--- config.mk ---
export PLATFORM = sky130hd
export DESIGN_NAME = wb_merge
export DESIGN_NICKNAME = d
export VERILOG_FILES = /design/src/rtl/wb_merge.sv
export SDC_FILE = /design/constraint.sdc
export NUM_CORES = 1
export LEC_CHECK = 0
export ABC_CLOCK_PERIOD_IN_PS = 5800
export CAP_MARGIN = 20
export CORE_ASPECT_RATIO = 1.25
export CORE_MARGIN = 2
export CORE_UTILIZATION = 44
export DETAILED_ROUTE_END_ITERATION = 10
export PLACE_DENSITY = 0.83
export SLEW_MARGIN = 10
export SYNTH_ARGS = -nofsm -noshare
export SYNTH_HDL_FRONTEND = slang
export SYNTH_SLANG_ARGS = --single-unit
export TNS_END_PERCENT = 20
--- constraint.sdc ---
create_clock -name clk -period 5.8 [get_ports clk]
set_clock_uncertainty 0.1 [all_clocks]
set_input_delay 1.74 -clock clk [delete_from_list [all_inputs] [get_ports clk]]
set_output_delay 1.74 -clock clk [all_outputs]
set_load 0.01 [all_outputs]
--- src/rtl/wb_merge.sv ---
// wb_merge: writeback merge stage in front of the register-file write port.
//
// Arbitrates between never-stalling ALU results and handshaked load responses.
// Loads that cannot issue directly wait in a small in-order buffer. One
// registered register-file write is produced per cycle.
//
// Ports:
//   clk, reset                 clock; synchronous active-high reset
//   alu_valid/addr/data/ppp    ALU result (no backpressure)
//   ld_valid/ready/addr/data/ppp  load response, valid/ready handshake
//   wr_en/addr/data/ppp        registered register-file write
//   pend_mask                  registers targeted by buffered loads (bit 0 never set)
//   buf_count                  number of buffered loads
//   ppp_err                    sticky flag: an illegal PPP code was dropped
module wb_merge #(
    parameter int DATA_WIDTH = 64,
    parameter int DEPTH      = 32,
    parameter int ADDR_WIDTH = $clog2(DEPTH),
    parameter int BUF_DEPTH  = 2
) (
    input  logic                         clk,
    input  logic                         reset,
    input  logic                         alu_valid,
    input  logic [ADDR_WIDTH-1:0]        alu_addr,
    input  logic [0:DATA_WIDTH-1]        alu_data,
    input  logic [2:0]                   alu_ppp,
    input  logic                         ld_valid,
    output logic                         ld_ready,
    input  logic [ADDR_WIDTH-1:0]        ld_addr,
    input  logic [0:DATA_WIDTH-1]        ld_data,
    input  logic [2:0]                   ld_ppp,
    output logic                         wr_en,
    output logic [ADDR_WIDTH-1:0]        wr_addr,
    output logic [0:DATA_WIDTH-1]        wr_data,
    output logic [2:0]                   wr_ppp,
    output logic [DEPTH-1:0]             pend_mask,
    output logic [$clog2(BUF_DEPTH):0]   buf_count,
    output logic                         ppp_err
);

    localparam int PTR_W = $clog2(BUF_DEPTH);
    localparam int CNT_W = PTR_W + 1;

    // Load buffer storage; only bufValid needs a reset value.
    logic [ADDR_WIDTH-1:0] bufAddr [BUF_DEPTH];
    logic [0:DATA_WIDTH-1] bufData [BUF_DEPTH];
    logic [2:0]            bufPpp  [BUF_DEPTH];
    logic [BUF_DEPTH-1:0]  bufValid;
    logic [PTR_W-1:0]      headPtr;
    logic [PTR_W-1:0]      tailPtr;
    logic [CNT_W-1:0]      bufCount;

    logic                  ldAccept;
    logic                  selValid;
    logic                  selDirect;
    logic                  deq;
    logic                  enq;
    logic [ADDR_WIDTH-1:0] selAddr;
    logic [0:DATA_WIDTH-1] selData;
    logic [2:0]            selPpp;
    logic                  selIllegal;

    // ld_ready depends only on registered state so it cannot form a loop.
    assign ld_ready  = !reset && (bufCount < CNT_W'(BUF_DEPTH));
    assign ldAccept  = ld_valid && ld_ready;
    assign buf_count = bufCount;

    // Priority: ALU, then buffer head, then a directly accepted load.
    always_comb begin
        selValid  = 1'b0;
        selDirect = 1'b0;
        deq       = 1'b0;
        selAddr   = '0;
        selData   = '0;
        selPpp    = '0;
        if (alu_valid) begin
            selValid = 1'b1;
            selAddr  = alu_addr;
            selData  = alu_data;
            selPpp   = alu_ppp;
        end else if (bufCount != '0) begin
            selValid = 1'b1;
            deq      = 1'b1;
            selAddr  = bufAddr[headPtr];
            selData  = bufData[headPtr];
            selPpp   = bufPpp[headPtr];
        end else if (ldAccept) begin
            selValid  = 1'b1;
            selDirect = 1'b1;
            selAddr   = ld_addr;
            selData   = ld_data;
            selPpp    = ld_ppp;
        end
    end

    assign enq        = ldAccept && !selDirect;
    assign selIllegal = selPpp > 3'd4;

    always_comb begin
        pend_mask = '0;
        for (int i = 0; i < BUF_DEPTH; i++) begin
            if (bufValid[i]) begin
                pend_mask[bufAddr[i]] = 1'b1;
            end
        end
        // R0 is read-only, so a load to it is never a hazard.
        pend_mask[0] = 1'b0;
    end

    always_ff @(posedge clk) begin
        if (enq) begin
            bufAddr[tailPtr] <= ld_addr;
            bufData[tailPtr] <= ld_data;
            bufPpp[tailPtr]  <= ld_ppp;
        end
    end

    always_ff @(posedge clk) begin
        if (reset) begin
            bufValid <= '0;
            headPtr  <= '0;
            tailPtr  <= '0;
            bufCount <= '0;
            wr_en    <= 1'b0;
            wr_addr  <= '0;
            wr_data  <= '0;
            wr_ppp   <= 3'b000;
            ppp_err  <= 1'b0;
        end else begin
            // Head and tail only coincide when empty (no deq) or full (no enq).
            if (deq) begin
                bufValid[headPtr] <= 1'b0;
                headPtr           <= headPtr + PTR_W'(1);
            end
            if (enq) begin
                bufValid[tailPtr] <= 1'b1;
                tailPtr           <= tailPtr + PTR_W'(1);
            end
            case ({enq, deq})
                2'b10:   bufCount <= bufCount + CNT_W'(1);
                2'b01:   bufCount <= bufCount - CNT_W'(1);
                default: bufCount <= bufCount;
            endcase

            wr_en <= 1'b0;
            if (selValid) begin
                if (selIllegal) begin
                    ppp_err <= 1'b1;
                end else if (selAddr != '0) begin
                    wr_en   <= 1'b1;
                    wr_addr <= selAddr;
                    wr_data <= selData;
                    wr_ppp  <= selPpp;
                end
            end
        end
    end

endmodule

# Word level (Yosys, flattened, before mapping)
# Memory sizes are Yosys's and may differ from the RTL's. A register that Yosys moved wholly into a read port is not among the register bits.
# Cells that the tools add are included.
# W data, S select, Z words.
[totals] regBits=80 ramBits=144 input_bits=148 out_inout_bits=109 word_cells=88 memories=3
[mem_list] memory="bufData" words=2 word_bits=64 rd=1 rd_ports_with_merged_regs=1 write_ports=1 line="46" source="logic [0:DATA_WIDTH-1] bufData [BUF_DEPTH];"
[mem_list] memory="bufAddr" words=2 word_bits=5 rd=3 rd_ports_with_merged_regs=1 write_ports=1 line="45" source="logic [ADDR_WIDTH-1:0] bufAddr [BUF_DEPTH];"
[mem_list] memory="bufPpp" words=2 word_bits=3 rd=1 rd_ports_with_merged_regs=1 write_ports=1 line="47" source="logic [2:0] bufPpp [BUF_DEPTH];"
[classes] addsub=4 order_cmp=10 n_eq_ne=2 n_mux=39 n_bitwise=6 reduce_logical=15
[op_table] cell="$mux W64" count=3
[op_table] cell="$mux W32" count=2
[op_table] cell="$or A32 B32 Y32" count=1
[op_table] cell="$mux W1" count=20
[op_table] cell="$mux W5" count=3
[op_table] cell="$lt A5 B6 Y1 const B" count=2
[op_table] cell="$demux W1 S5" count=2
[op_table] cell="$ge A5 B1 Y1 const B" count=2
[op_table] cell="$mux W3" count=3
[op_table] cell="$logic_and A1 B1 Y1" count=7
[op_table] cell="$mux W2" count=3
[op_table] cell="$reduce_bool A5 Y1" count=1
[op_table] cell="$lt A1 B2 Y1 const B" count=2
[op_table] cell="$pmux W2 S2" count=1
[op_table] cell="$reduce_bool A2 Y1" count=2
[op_table] cell="$gt A3 B3 Y1 const B" count=1
[op_table] cell="$reduce_and A3 Y1" count=1
[op_table] cell="$reduce_or A3 Y1" count=1
[op_table] cell="$add A1 B1 Y1 const B" count=2
[op_table] cell="$add A2 B1 Y2 const B" count=1
[op_table] cell="$and A2 B2 Y2" count=1
[op_table] cell="$demux W1 S1" count=2
[op_table] cell="$eq A2 B1 Y1 const B" count=1
[op_table] cell="$eq A2 B2 Y1 const B" count=1
[op_table] cell="8 further kinds" count=11

# Longest topological paths before layout
[depth] ltp_word=10 mapped_depth=11 mapped_depth_nobuf=7

# Worst setup path before layout
# OpenSTA, ideal clock, no wires.
[synth_path] path_type="input to register" start="input alu_valid" end="memory bufAddr[0][0] in the netlist's numbering (enable)" arrival_ns=5.432 setup_slack_ns=-0.236 path_stages=5 n_path_buf=1 path_cell_list="clkbuf_1 -> nor2_1 -> nor3_1 -> inv_1 -> nor2_1"
[synth_via] elab_chain_len=5
[synth_lines] item="start, declared" line="23" source="input logic alu_valid,"
[synth_lines] item="$mux W1" line="76" source="if (alu_valid) begin"
[synth_lines] item="$logic_not A1 Y1" line="96" source="assign enq = ldAccept && !selDirect;"
[synth_lines] item="$logic_and A1 B1 Y1" line="96"
[synth_lines] item="$mux W1" line="111" source="if (enq) begin"
[synth_lines] item="$mux W1 (not written as such)" line="112" source="bufAddr[tailPtr] <= ld_addr;"
[synth_lines] item="end, declared" line="45"
# No other way between the ends.

# Worst setup path in the final report
[layout_path] start="input reset" end="output ld_ready"
[layout_via] elab_chain_len=2
[layout_lines] item="start, declared" line="22" source="input logic reset,"
[layout_lines] item="$logic_not A1 Y1" line="64" source="assign ld_ready = !reset && (bufCount < CNT_W'(BUF_DEPTH));"
[layout_lines] item="$logic_and A1 B1 Y1" line="64"
[layout_lines] item="end, declared" line="28" source="output logic ld_ready,"
# No other way between the ends.

==> run summary <==
The flow ran to the end, and the final reports show no timing, DRC or antenna violations. For this run the aggregate overflow at the end of global routing stands at 0. For the combinational share of power, the log shows 0.282.

In the final routed layout, each cell accounts on average for 21.3 um. For this run, the slowest stage of the critical path takes 0.54 ns. The filler cell count in the final layout was 1695.

The congestion estimate from routability-driven global placement came to 0.847. For the number of nets in the layout, the log shows 1091. The initial cell density of the core came out at 0.451.

The slew of the pin with the lowest slew margin works out to 0.840 ns. The post-synthesis async set-or-reset flop share is 0, and the clock tree buffer depth is 3. Number of iterations in the first detailed-routing pass: 10. The fraction of power spent switching nets was 0.292; the I/O pin total was 257. Final hold analysis gives a worst-case slack of 0.366 ns. The total CTS buffers is 23, and the via count normalized by instance count is 6.11. The sequential cells in the finished layout cover a total of 5950 sq um.

Post-detailed-route DRC marker count: 0. Hold repair after CTS inserted 0 buffers. In this run the worst hold path is classified as reg -> reg.

The largest net degree at the start of global routing is 68, and the overall via count from detail_route is 7558. In the final timing run, aggregate negative setup slack is 0 ns. The critical path is of the in -> out type. The internal portion of total power was 3370 uW; the net count after synthesis was 871. Traced cell by cell, the critical path runs through buf_4, nor2_1, clkdlybuf4s50_1. The total power is 4760 uW. The number of endpoints with negative hold slack in the final report was 0. Timing would allow up to 224 MHz. The clock network fraction of design power is 0.289, and the die extent in x is 135 um. Setup repair after global routing left no endpoint under its margin. The Yosys step of the flow raised 0 warnings. The total area inside the core boundary comes to 21000 sq um. Summed over all nets, the half-perimeter wirelength after detailed placement is 17.0 mm. The data arrival time of the critical path was 2.62 ns. The distinct cell type count of the synthesized netlist came out at 45. The number of violations of the max-capacitance limit is 0, and the count of H-tree levels built during CTS is 1. The master of the slowest instance on the critical path is clkdlybuf4s50_1.

Counting cells, the worst reg-to-reg path comes to 8. The cell depth of the worst hold path is 2. The power density relative to cell area works out to 369 nW/um^2. Net switching component of the power: 1390 uW. The area growth from synthesis to final layout was 36.5%; the number of global-route vias before repair was 7389. The nature of the critical path endpoint is an output pin. The first global-routing pass estimated 40.6 mm of wire.

Setup violations remaining at the end of the flow were counted as 0. Number of instances resized during post-cts repair: 0. Each instance of the synthesized netlist takes up on average 13.1 sq um.

The multi-input combinational cells in the finished layout cover a total of 3190 sq um. After detailed placement, the design holds a cell count of 1191. The logs give 0.629 for the share of the yosys chip area belonging to registers and 3.96 ns for the required time reported for the critical path endpoint.

The initial DRC count came out at 842. The synthesized instance count was 722; the clock insertion delay at the later pin of the skew report was 0.50 ns. The cell sitting at the root of the clock tree is a clkbuf_16. The tools report the area of the mapped netlist as 9450 sq um. The worst register-to-register path ends at wr_data[9]. In the synthesized netlist the dominant register cell turns out to be edfxtp_1. The part of the total power dissipated in sequential elements came out at 0.429.

For this design the static power due to leakage is 0.00416 uW. The number of sinks handled by clock tree synthesis was 225. Overall global routing resource usage: 0.224. After layout, the worst setup slack is 1.34 ns.

The number of antenna violations at the first check in global routing is 2. For the total count of max-transition violations in the final report, the log shows 0. The launch point of the worst hold path was wr_ppp[0]. TritonCTS built the clock tree.

The logs give 0.909 ns for the worst-case setup slack after placement and 26.3 mm for the wire length reported by the detailed router. After clock tree synthesis, the setup repair step added 0 buffers. STA classifies the critical path startpoint as a primary input.

The detail route stage leaves a number of antenna-violating nets equal to 0. The maximum fanout count along the critical path is 30. The worst path needs 4.46 ns of the cycle, external delays included. The slack of the worst reg-to-reg path was 2.27 ns; the floorplan die area was 22700 sq um.

The die is 168 um tall. End point of the most critical hold path: wr_ppp[0]. The headroom to the max-slew limit was 0.440. The final critical-path share of the clock period was 0.769. The number of core rows is 59. Proportion of layout cells with a drive suffix above 1: 0.130. The number of buffers inserted by port buffering was 255; the register bit total from synthesis was 225.

The number of flops mapped to enable cells by yosys was 144; the post-CTS clock slew at the launch and capture registers of the worst setup and hold paths was 0.06 ns. The number of standard cells in the final layout excluding fillers was 1236; the worst IR drop on VDD was 0.282 mV.
[through the flow]
step | util | instance area [sq um]
global route | 0.615 | 12900
floorplan | - | 9450
CTS | 0.615 | 12900
detailed placement | 0.581 | 12200
global placement | 0.581 | 12200
finish | 0.615 | 12900
[power by group through the flow]
stage	logic [uW]	registers [uW]	clock network, uW
floorplan	708	2090	0
CTS	1340	2040	1400
global placement	1320	2060	0
finish	1340	2040	1380
detailed placement	1340	2070	0
global route	1440	2060	1470
[kinds of logic after synthesis]
logic type / Yosys count / synth area share
xor+xnor: 4 / 0.00371
fa+ha+maj: 1 / 0.00132
compound gates: 259 / 0.197
mux: 72 / 0.0846
flops: 225 / 0.629
simple gates: 83 / 0.0481
other cells: 1 / 0.000397
buf+inv: 77 / 0.0354
[cell usage after synthesis, drive strengths merged (9+ instances only)]
cell / count / area [sq um]
edfxtp: 144 / 4320
dfxtp: 81 / 1620
a21oi: 75 / 375
a211oi: 64 / 480
mux2: 63 / 709
a222oi: 61 / 611
clkbuf: 51 / 191
o22ai: 31 / 194
nor2: 25 / 93.8
buf: 22 / 128
nand2: 16 / 60.1
nand3b: 12 / 90.1
o21ai: 12 / 60.1
mux2i: 9 / 90.1
[flip-flops by register name (all words and copies together), names as in the netlist, named ones only]
signal and count:
wr_addr 5, bufAddr 10, wr_data 64, wr_ppp 3
bufPpp 6, bufData 128, wr_en 1, tailPtr 1
headPtr 1, bufValid 2, ppp_err 1, buf_count 2
[worst max-delay path by stage]
stage	start	to	slack (ns)	depth (start not counted)
final	reset	ld_ready	1.34	3
after CTS	reset	ld_ready	1.33	3
after global placement	alu_valid	wr_data[51]	1.02	8
after global routing	alu_valid	wr_data[28]	1.24	8
after floorplan	alu_valid	bufAddr[0][0]	0.98	5
after detailed placement	alu_valid	wr_data[9]	0.91	9
[placed cells by master, fill, tap and decap left out, types with 5 or more instances in the layout]
cell type | Yosys | final
nand3_1 | 6 | 6
clkbuf_8 | 0 | 5
o22ai_1 | 31 | 31
a222oi_1 | 61 | 61
nand3b_1 | 12 | 12
or3b_2 | 6 | 6
nor2_1 | 25 | 23
a21oi_1 | 75 | 75
o21ai_0 | 9 | 9
clkbuf_1 | 51 | 6
a211oi_1 | 64 | 64
dfxtp_1 | 81 | 80
nand2_1 | 16 | 16
mux2_2 | 62 | 62
mux2i_1 | 9 | 9
buf_4 | 1 | 11
clkdlybuf4s50_1 | 0 | 253
edfxtp_1 | 144 | 144
clkbuf_16 | 0 | 23
[routing by layer]
metal / vias up / wire [um] / part of all wire / GRT usage
met5: - / 0 / 0 / 0
li1: 3404 / - / - / -
met2: 447 / 13000 / 0.49 / 0.386
met4: 0 / 961 / 0.036 / 0.0838
met3: 65 / 2290 / 0.087 / 0.0388
met1: 3642 / 10100 / 0.38 / 0.280
[critical path: cells and delay by family]
family	cells	cell delay, ns
buffers and inverters	2	0.76
AND/OR/NAND/NOR	1	0.12
[final cells by class]
type | instances | share of cell area
repair buffers | 268 | 0.208
flip-flops and latches | 225 | 0.461
inverters | 4 | 0.00116
clock inverters | 8 | 0.00320
diodes | 3 | 0.000582
clock buffers | 34 | 0.0517
well taps | 274 | 0.0266
multi-input cells | 420 | 0.248
(Power assumes the default switching activity.)
==> patch (config.mk and constraints unchanged) <==
`BUF_DEPTH`: 2 -> 4.
--- a/src/rtl/wb_merge.sv
+++ b/src/rtl/wb_merge.sv
@@ -16,7 +16,7 @@
     parameter int DATA_WIDTH = 64,
     parameter int DEPTH      = 32,
     parameter int ADDR_WIDTH = $clog2(DEPTH),
-    parameter int BUF_DEPTH  = 2
+    parameter int BUF_DEPTH  = 4
 ) (
     input  logic                         clk,
     input  logic                         reset,
Interface: changed (resized buf_count); port bits go from 257 to 258. The function was not compared with the original's and may differ.
==> patch against the unedited design <==
Wire length grew 60%; count of clock-buffer cells in the layout grew 15; global-route usage shrank 0.55 points; sequential power grew 60%; area after synthesis grew 72%; combinational power grew 37%; sequential cell count grew 150; cell area grew 59%; largest cell class unchanged; highest routed layer is now met5; power grew 56%; setup slack lost 0.33 ns; die area grew 70%.
==> patch: results (changes against the unedited design) <==
run_status: "finished clean"
finalWeightedCongestion: 0.897  # +5.9%
layout_top_registers: "bufData: 256 flops, wr_data: 64 flops, bufAddr: 20 flops"
drtPass1Iterations: 5  # -5
hold_end: "ppp_err"
antenna_found_initial: 4  # +2
io_buffer_count: 256  # +0.39%
power.static_leakage_nw: 6.74  # +62%
synth_edf_count: 288  # +100%
num-nets-final: 1503  # +38%
cp_data_arrival_time_ns: 2.96  # +0.34 ns
regToRegEndpoint: "wr_data[41]"
global_route_wire_length_before_repair_um: 63900  # +57%
postSynthCellCount: 1114  # +54%
routed_wl_um: 42200  # +60%
reg2regPathDepth: 7  # -1
yosysSeqAreaShare_pct: 63.9  # +0.94 points
route.vias.total: 10700  # +42%
fraction_of_layout_instances_using_a_drive_strength_above_1_pct: 12.6  # -0.43 points
drt_iter0_drc: 1062  # +26%
pin_count_of_the_biggest_net_entering_global_routing: 83  # +22%
worst_slew_pin_slew_ns: 1.07  # +0.232 ns
cp_max_fo: 8  # -73%
synth_fp_nets: 1272  # +46%
nFillCells: 2760  # +63%
synth.cells.most_frequent: "288 x edfxtp_1, 87 x dfxtp_1, 85 x nand2_1"
clk_latency_ns: 0.52  # +0.02 ns
dpl_worst_slack_ns: 0.902  # -0.00713 ns
synthTopCellsByArea: "edfxtp_1 53%, dfxtp_1 11%, mux4_2 10%"
place.detailed.instances: 1784  # +50%
peakVddDrop_uv: 250  # -11%
drt-vias-per-instance: 5.77  # -5.6%
place_hpwl_um: 27600  # +62%
yosysUniqueCellTypes: 50  # +11%
holdCritStartpoint: "ppp_err"
## patch: area by class of cell
cell class,count,area (µm²),area share (%)
timing repair buffer,275,2790,13.6
sequential,375,10400,50.6
inverter,15,56.3,0.274
tap,480,601,2.92
clock buffer,49,1060,5.18
clock inverter,18,126,0.615
multi-input combinational,641,5500,26.8
antenna,4,10.0,0.0487
## patch: metal layers
layer / GRT usage (%) / share of wire (%) / vias up
li1: - / - / 4795
met1: 26.9 / 39 / 5296
met2: 38.0 / 51 / 522
met3: 4.07 / 7.4 / 103
met4: 8.46 / 3.5 / 2
met5: 0 / 0.031 / -
## patch: worst max path at each step
stage                  startpoint             to  slack, ns
floorplan                   reset  bufAddr[0][0]       1.06
finish              bufAddr[0][1]   pend_mask[8]       1.00
global route        bufAddr[0][1]   pend_mask[8]       0.85
detailed placement       ld_valid    wr_data[49]       0.90
global placement         ld_valid     wr_data[5]       0.97
CTS                 bufAddr[0][1]   pend_mask[8]       1.02
## patch: where the power goes
group	total [mW]	switching, mW	leakage [nW]	internal [mW]
Sequential	3.27	0.147	3.32	3.12
Combinational	1.83	0.883	2.84	0.946
Clock	2.34	1.00	0.590	1.34
Total	7.44	2.03	6.74	5.41
## patch: cells by family after synthesis
kind of cell / count (synthesis) / share of synthesized area [%]
buffers and inverters: 98 / 2.44
adders and majority gates: 10 / 0.815
other: 1 / 0.0231
AOI/OAI and AO/OA: 216 / 9.10
xor gates and xnor gates: 4 / 0.215
DFF: 375 / 63.9
muxes: 142 / 14.8
and+or+nand+nor: 268 / 8.75
## patch: per-stage QoR
step / power (mW) / hold slack [ns] / utilization (%) / area, µm²
after floorplan: 4.39 / 0.370 / - / 16300
after global placement: 5.10 / 0.347 / 53.1 / 19300
after detailed placement: 5.14 / 0.354 / 53.1 / 19300
after CTS: 7.50 / 0.362 / 56.3 / 20500
after global routing: 7.75 / 0.382 / 56.4 / 20500
final: 7.44 / 0.358 / 56.4 / 20500
## patch: worst max-delay path: stages, from the launching register on
cell and delay [ns]:
edfxtp_1 0.50, nor3b_1 0.92, a21oi_1 0.16, o211ai_1 0.20, clkdlybuf4s50_1 0.66
